### config.mk
export PLATFORM = sky130hd
export DESIGN_NAME = fetch_queue
export DESIGN_NICKNAME = d
export VERILOG_FILES = /design/src/rtl/fetch_pkg.sv /design/src/rtl/fetch_queue_sync_fifo.sv /design/src/rtl/fetch_queue.sv
export SDC_FILE = /design/constraint.sdc
export NUM_CORES = 1
export LEC_CHECK = 0
export ABC_CLOCK_PERIOD_IN_PS = 3700
export CAP_MARGIN = 20
export CORE_MARGIN = 1
export CORE_UTILIZATION = 51
export DETAILED_ROUTE_END_ITERATION = 10
export MAX_ROUTING_LAYER = met4
export PLACE_DENSITY = 0.75
export SLEW_MARGIN = 20
export SYNTH_ARGS = -nofsm -noshare
export SYNTH_HDL_FRONTEND = slang
export SYNTH_SLANG_ARGS = --single-unit
### constraint.sdc
create_clock -name clk -period 3.7 [get_ports clk]
set_clock_uncertainty 0.15 [all_clocks]
set_input_delay 1.11 -clock clk [delete_from_list [all_inputs] [get_ports clk]]
set_output_delay 1.11 -clock clk [all_outputs]
set_load 0.005 [all_outputs]
### src/rtl/fetch_pkg.sv
// ============================================================================
// Module  : fetch_pkg
// Purpose : Shared defaults, constants and entry type for the fetch stage.
// Revision: 1.0 - initial release
// ============================================================================
`default_nettype none

package fetch_pkg;
   localparam int FETCH_AW    = 32;
   localparam int FETCH_ILEN  = 32;
   localparam int INSTR_BYTES = 4;

   typedef struct packed {
      logic [FETCH_AW-1:0]   pc;
      logic [FETCH_ILEN-1:0] instr;
   } fetch_entry_t;
endpackage

`default_nettype wire

### src/rtl/fetch_queue_sync_fifo.sv
// ============================================================================
// Module  : sync_fifo
// Purpose : Single-clock FIFO; simultaneous push/pop allowed when full or empty.
// Revision: 1.0 - initial release
// ============================================================================
`default_nettype none

module sync_fifo #(
   parameter int WIDTH = 32,
   parameter int DEPTH = 4
) (
   input  logic                   clk,
   input  logic                   rst,
   input  logic                   push,
   input  logic                   pop,
   input  logic                   clear,
   output logic                   full,
   output logic                   empty,
   output logic [$clog2(DEPTH):0] count,
   input  logic [WIDTH-1:0]       din,
   output logic [WIDTH-1:0]       dout
);
   localparam int c_aw = $clog2(DEPTH);

   logic [WIDTH-1:0] r_mem [DEPTH];
   logic [c_aw-1:0]  r_rd_ptr;
   logic [c_aw-1:0]  r_wr_ptr;
   logic [c_aw:0]    r_count;
   logic             w_do_push;
   logic             w_do_pop;

   always_comb begin
      empty     = (r_count == '0);
      full      = (r_count == (c_aw+1)'(DEPTH));
      count     = r_count;
      w_do_pop  = pop && !empty;
      // A full FIFO still accepts a push when the head leaves in the same cycle
      w_do_push = push && (!full || w_do_pop);
      dout      = empty ? '0 : r_mem[r_rd_ptr];
   end

   always_ff @(posedge clk) begin
      if (rst || clear) begin
         r_rd_ptr <= '0;
         r_wr_ptr <= '0;
         r_count  <= '0;
      end else begin
         if (w_do_push) r_wr_ptr <= r_wr_ptr + c_aw'(1);
         if (w_do_pop)  r_rd_ptr <= r_rd_ptr + c_aw'(1);
         r_count <= r_count + (c_aw+1)'(w_do_push) - (c_aw+1)'(w_do_pop);
      end
   end

   always_ff @(posedge clk) begin
      if (w_do_push) r_mem[r_wr_ptr] <= din;
   end
endmodule

`default_nettype wire

### src/rtl/fetch_queue.sv
// ============================================================================
// Module  : fetch_queue
// Purpose : In-order instruction fetch with PC tagging, decode buffer, redirect.
// Revision: 1.0 - initial release
// ============================================================================
`default_nettype none

module fetch_queue
   import fetch_pkg::*;
#(
   parameter int            AW       = FETCH_AW,
   parameter int            ILEN     = FETCH_ILEN,
   parameter int            DEPTH    = 4,
   parameter logic [AW-1:0] RESET_PC = '0
) (
   input  logic            clk,
   input  logic            rst,
   input  logic            redirect,
   input  logic [AW-1:0]   redirect_pc,
   output logic            imem_req_valid,
   output logic [AW-1:0]   imem_req_addr,
   input  logic            imem_req_ready,
   input  logic            imem_resp_valid,
   input  logic [ILEN-1:0] imem_resp_data,
   output logic            dec_valid,
   output logic [AW-1:0]   dec_pc,
   output logic [ILEN-1:0] dec_instr,
   input  logic            dec_ready
);
   localparam int c_cw = $clog2(DEPTH) + 1;

   typedef struct packed {
      logic [AW-1:0]   pc;
      logic [ILEN-1:0] instr;
   } entry_t;

   logic [AW-1:0]   r_fetch_pc;
   logic [c_cw-1:0] r_outstanding;
   logic [c_cw-1:0] r_discard;

   logic [c_cw-1:0] w_out_count;
   logic [c_cw-1:0] w_tag_count;
   logic [c_cw:0]   w_occ;
   logic [c_cw-1:0] w_outst_dec;
   logic [c_cw-1:0] w_outst_after_resp;
   logic            w_req_fire;
   logic            w_resp_keep;
   logic            w_tag_full;
   logic            w_tag_empty;
   logic            w_out_full;
   logic            w_out_empty;
   logic [AW-1:0]   w_tag_dout;
   entry_t          w_out_din;
   entry_t          w_out_dout;
   logic            w_unused;

   always_comb begin
      w_occ              = {1'b0, r_outstanding} + {1'b0, w_out_count};
      imem_req_valid     = !rst && !redirect && (w_occ < (c_cw+1)'(DEPTH));
      imem_req_addr      = r_fetch_pc;
      w_req_fire         = imem_req_valid && imem_req_ready;
      // A response in a redirect cycle is stale by definition
      w_resp_keep        = imem_resp_valid && !redirect && (r_discard == '0);
      w_outst_dec        = (r_outstanding == '0) ? '0 : r_outstanding - c_cw'(1);
      w_outst_after_resp = imem_resp_valid ? w_outst_dec : r_outstanding;
      w_out_din.pc       = w_tag_dout;
      w_out_din.instr    = imem_resp_data;
      dec_valid          = !w_out_empty;
      dec_pc             = w_out_dout.pc;
      dec_instr          = w_out_dout.instr;
      w_unused           = &{1'b0, redirect_pc[1:0], w_tag_full};
   end

   always_ff @(posedge clk) begin
      if (rst) begin
         r_fetch_pc    <= RESET_PC;
         r_outstanding <= '0;
         r_discard     <= '0;
      end else if (redirect) begin
         // Every request still in flight is now stale
         r_fetch_pc    <= {redirect_pc[AW-1:2], 2'b00};
         r_outstanding <= w_outst_after_resp;
         r_discard     <= w_outst_after_resp;
      end else begin
         if (w_req_fire) r_fetch_pc <= r_fetch_pc + AW'(INSTR_BYTES);
         if (w_req_fire && !imem_resp_valid && (r_outstanding != {c_cw{1'b1}}))
            r_outstanding <= r_outstanding + c_cw'(1);
         else if (!w_req_fire && imem_resp_valid)
            r_outstanding <= w_outst_dec;
         if (imem_resp_valid && (r_discard != '0))
            r_discard <= r_discard - c_cw'(1);
      end
   end

   sync_fifo #(.WIDTH(AW), .DEPTH(DEPTH)) u_tag_fifo (
      .clk   (clk),
      .rst   (rst),
      .push  (w_req_fire),
      .pop   (w_resp_keep),
      .clear (redirect),
      .full  (w_tag_full),
      .empty (w_tag_empty),
      .count (w_tag_count),
      .din   (r_fetch_pc),
      .dout  (w_tag_dout)
   );

   sync_fifo #(.WIDTH($bits(entry_t)), .DEPTH(DEPTH)) u_out_fifo (
      .clk   (clk),
      .rst   (rst),
      .push  (w_resp_keep),
      .pop   (dec_ready),
      .clear (redirect),
      .full  (w_out_full),
      .empty (w_out_empty),
      .count (w_out_count),
      .din   (w_out_din),
      .dout  (w_out_dout)
   );

   a_resp_without_request: assert property (@(posedge clk) disable iff (rst)
      !(imem_resp_valid && (r_outstanding == '0)));
   a_tag_available: assert property (@(posedge clk) disable iff (rst)
      !(w_resp_keep && w_tag_empty));
   a_out_no_overflow: assert property (@(posedge clk) disable iff (rst)
      !(w_resp_keep && w_out_full && !dec_ready));
   a_tag_tracks_outstanding: assert property (@(posedge clk) disable iff (rst)
      ({1'b0, w_tag_count} + {1'b0, r_discard}) == {1'b0, r_outstanding});
endmodule

`default_nettype wire

==> flow_metrics.env <==
export IMPL_cp_end_kind="output port"
export IMPL_min_from="u_out_fifo.r_rd_ptr[0]$_SDFFE_PP0P_"
export IMPL_num_rows=66
export IMPL_grt_pass1_wl_mm=51.4
export IMPL_worst_ir_drop_vdd_mv=0.286
export IMPL_ys_types=58
export IMPL_status="complete, but fails checks"
export IMPL_reg2reg_to="u_out_fifo.count[2]$_SDFF_PP0_"
export IMPL_hold_depth=2
export IMPL_ys_ff_latch=422
export IMPL_via_per_inst=5.53
export IMPL_start_util_pct=52.1
export IMPL_finalCritPeriodShare_pct=100
export IMPL_cts_hold_buf=0
export IMPL_rsz0062_at_grt="yes"
export IMPL_slew_headroom_pct=48.3
export IMPL_ys_warn_count=0
export IMPL_gp_congestion=0.817
export IMPL_slew_violations=0
export IMPL_crit_buf_inv=3
export IMPL_dp_hpwl_mm=20.4
export IMPL_yosysSeqAreaShare_pct=71.3
export IMPL_fmax_ghz=0.270
export IMPL_async_flop_share_pct=0
export IMPL_routed_wl_met2_mm=16.0
export IMPL_path_max_fanout=9
export IMPL_ant_nets=0
export IMPL_crit_required_ns=2.44
export IMPL_final_common_cell="edfxtp_1"
export IMPL_avgSynthCellArea_um2=17.7
export IMPL_rr_startpoint="u_out_fifo.count[1]$_SDFF_PP0_"
export IMPL_top_layer="met4"
export IMPL_path_cells="buf_4 > clkbuf_16 > mux4_2 > and2_1 > clkdlybuf4s50_1"
export IMPL_synth_top_flop_cell="edfxtp_1"
export IMPL_numCtsBuffers=42
export IMPL_drtIter0Drc=728
export IMPL_arrival_ns=2.45
export IMPL_grt_max_degree=65
export IMPL_pin_count=168
export IMPL_cts_root_buf="clkbuf_16"
export IMPL_critical_path_top_delay_family="buffers and inverters"
export IMPL_cp_start_kind="register"
export IMPL_tightest_slew_ns=0.775
export IMPL_max_stage_delay_ns=0.50
export IMPL_diodes=0
export IMPL_netlist_area_um2=17000
export IMPL_finish_utilization_pct=63.9
export IMPL_fp_dieH_um=185
export IMPL_routed_via_count=9070
export IMPL_fin_area_um2=20900
export IMPL_crit_type="register to output port"
export IMPL_drive_gt1_share_pct=18.9
export IMPL_grt_overflow=0
export IMPL_antenna_found_initial=0
export IMPL_clk_pin_slew_worst_paths_ns=0.06
export IMPL_portBuffers=161
export IMPL_violations="negative setup slack"
export IMPL_reg2reg_depth=10
export IMPL_fin_nets=1259
export IMPL_clkSinkCount=422
export IMPL_setup_violations=1
export IMPL_area_growth_syn_to_layout_pct=22.8
export IMPL_p_leak_nw=6.84
export IMPL_nFillCells=2292
export IMPL_die_w_um=185
export IMPL_firstDrtPassIters=5
export IMPL_wl_mm=32.8
export IMPL_htreeDepth=2
export IMPL_layout_common_cells="edfxtp_1 (368), clkdlybuf4s50_1 (156), mux4_2 (92)"
export IMPL_synthCells=962
export IMPL_finalHoldViolCount=0
export IMPL_clock_path_buffers=3
export IMPL_cap_violations=0
export IMPL_wl_met3_mm=2.00
export IMPL_fin_crit_ns=3.71
export IMPL_gr_usage_all_layers_pct=20.3
export IMPL_wl_per_cell_um=20.0
export IMPL_postPlaceCellArea_um2=19400
export IMPL_m1WireLength_mm=14.4
export IMPL_hp_class="register to register"
export IMPL_clock_latency_ns=0.53
export IMPL_placeableCoreArea_um2=32700
export IMPL_cts_tree="built"
export IMPL_fin_ws_ns=-0.00635
export IMPL_power_density_nw_per_um2=486
export IMPL_post_route_drc_count=0
export IMPL_critPathSlowestCell="mux4_2"
export IMPL_grt_pass1_vias=9346
export IMPL_rrSetupSlack_ns=0.82
export IMPL_whs_ns=0.394
export IMPL_die_area_um2=34100
export IMPL_synth_edf_count=368
final cells by class:
cell class                      instances  area [um^2]  area share (%)
Timing Repair Buffer                  210         2230            10.7
Inverter                               24         90.1           0.431
Multi-Input combinational cell        465         4570            21.8
Clock inverter                         22          205           0.981
Tap cell                              442          553            2.64
Sequential cell                       422        12100            58.1
Clock buffer                           54         1130            5.39
layer usage:
metal	vias up	global-route usage [%]
met3	39	3.48
met1	4583	27.0
met2	294	33.0
met4	0	4.93
li1	4154	-
met5	-	-
registers in the layout (all words and copies together), names as in the netlist, 3 cells and up, named ones only:
signal            cells
u_tag_fifo.count      3
u_out_fifo.r_mem    248
r_outstanding         3
imem_req_addr        30
u_tag_fifo.r_mem    120
r_discard             3
u_out_fifo.count      3
synthesized netlist by cell type, drive strengths merged, types with 8 or more instances:
library cell	instances	area (um^2)
a211oi	11	82.6
a31oi	8	56.3
and2	77	482
and3	8	50.1
buf	23	139
clkbuf	31	116
dfxtp	54	1080
edfxtp	368	11100
ha	22	275
inv	24	90.1
mux4	92	2070
nand2	33	124
nand3	24	125
nand4	15	100
nor2	44	178
nor2b	30	188
o211ai	10	75.1
xnor2	9	78.8
xor2	11	96.3
cell families (layout without fill, tap and decap cells):
logic type | count (synthesis) | count (layout) | share of synthesized area, %
compound gates | 62 | 62 | 2.70
xor+xnor | 20 | 20 | 1.03
fa+ha+maj | 24 | 24 | 1.85
buf+inv | 78 | 310 | 2.03
flops | 422 | 422 | 71.3
mux | 100 | 100 | 12.6
other cells | 1 | 4 | 0.0220
simple gates | 255 | 255 | 8.45
repair_timing:
item                                   4_1_cts  5_1_grt
gates resized for setup                      2        8
endpoints found under the hold margin        0        0
gates cloned                                 1        1
buffers inserted                             1        5
setup endpoints to repair                   56       38
power by group:
group	leakage [nW]	total [mW]	switching [mW]	internal, mW
clock network	0.658	4.07	1.70	2.37
logic	2.45	0.747	0.325	0.422
registers	3.73	5.34	0.0802	5.26
total	6.84	10.2	2.11	8.05
per-stage QoR:
step	cells	worst slack (ns)	total power [mW]	setup TNS, ns
global placement	1555	0.0840	6.16	0
floorplan	965	0.385	5.77	0
CTS	1633	-0.0217	10.2	-0.219
global route	1639	-0.0624	10.5	-1.33
detailed placement	1555	0.0506	6.18	0
finish	1639	-0.00635	10.2	-0.00635
tightest hold or removal path: cells and delay by family, from the launching register on:
family	cells	cell delay, ns
XOR/XNOR	1	0.09
flip-flops	1	0.34
AND/OR/NAND/NOR	1	0.08
how the worst max path moves through the flow:
| stage | startpoint | end | depth (start not counted) |
|---|---|---|---|
| 6_report | register | dec_pc[11] | 5 |
| 3_5_place_dp | redirect | u_tag_fifo.count[2]$_SDFF_PP0_ | 12 |
| 2_1_floorplan | rst | u_tag_fifo.r_mem[1][10]$_DFFE_PP_ | 5 |
| 4_1_cts | register | dec_instr[0] | 4 |
| 3_3_place_gp | redirect | u_tag_fifo.count[2]$_SDFF_PP0_ | 12 |
| 5_1_grt | register | dec_pc[11] | 5 |
(Power assumes the default switching activity.)
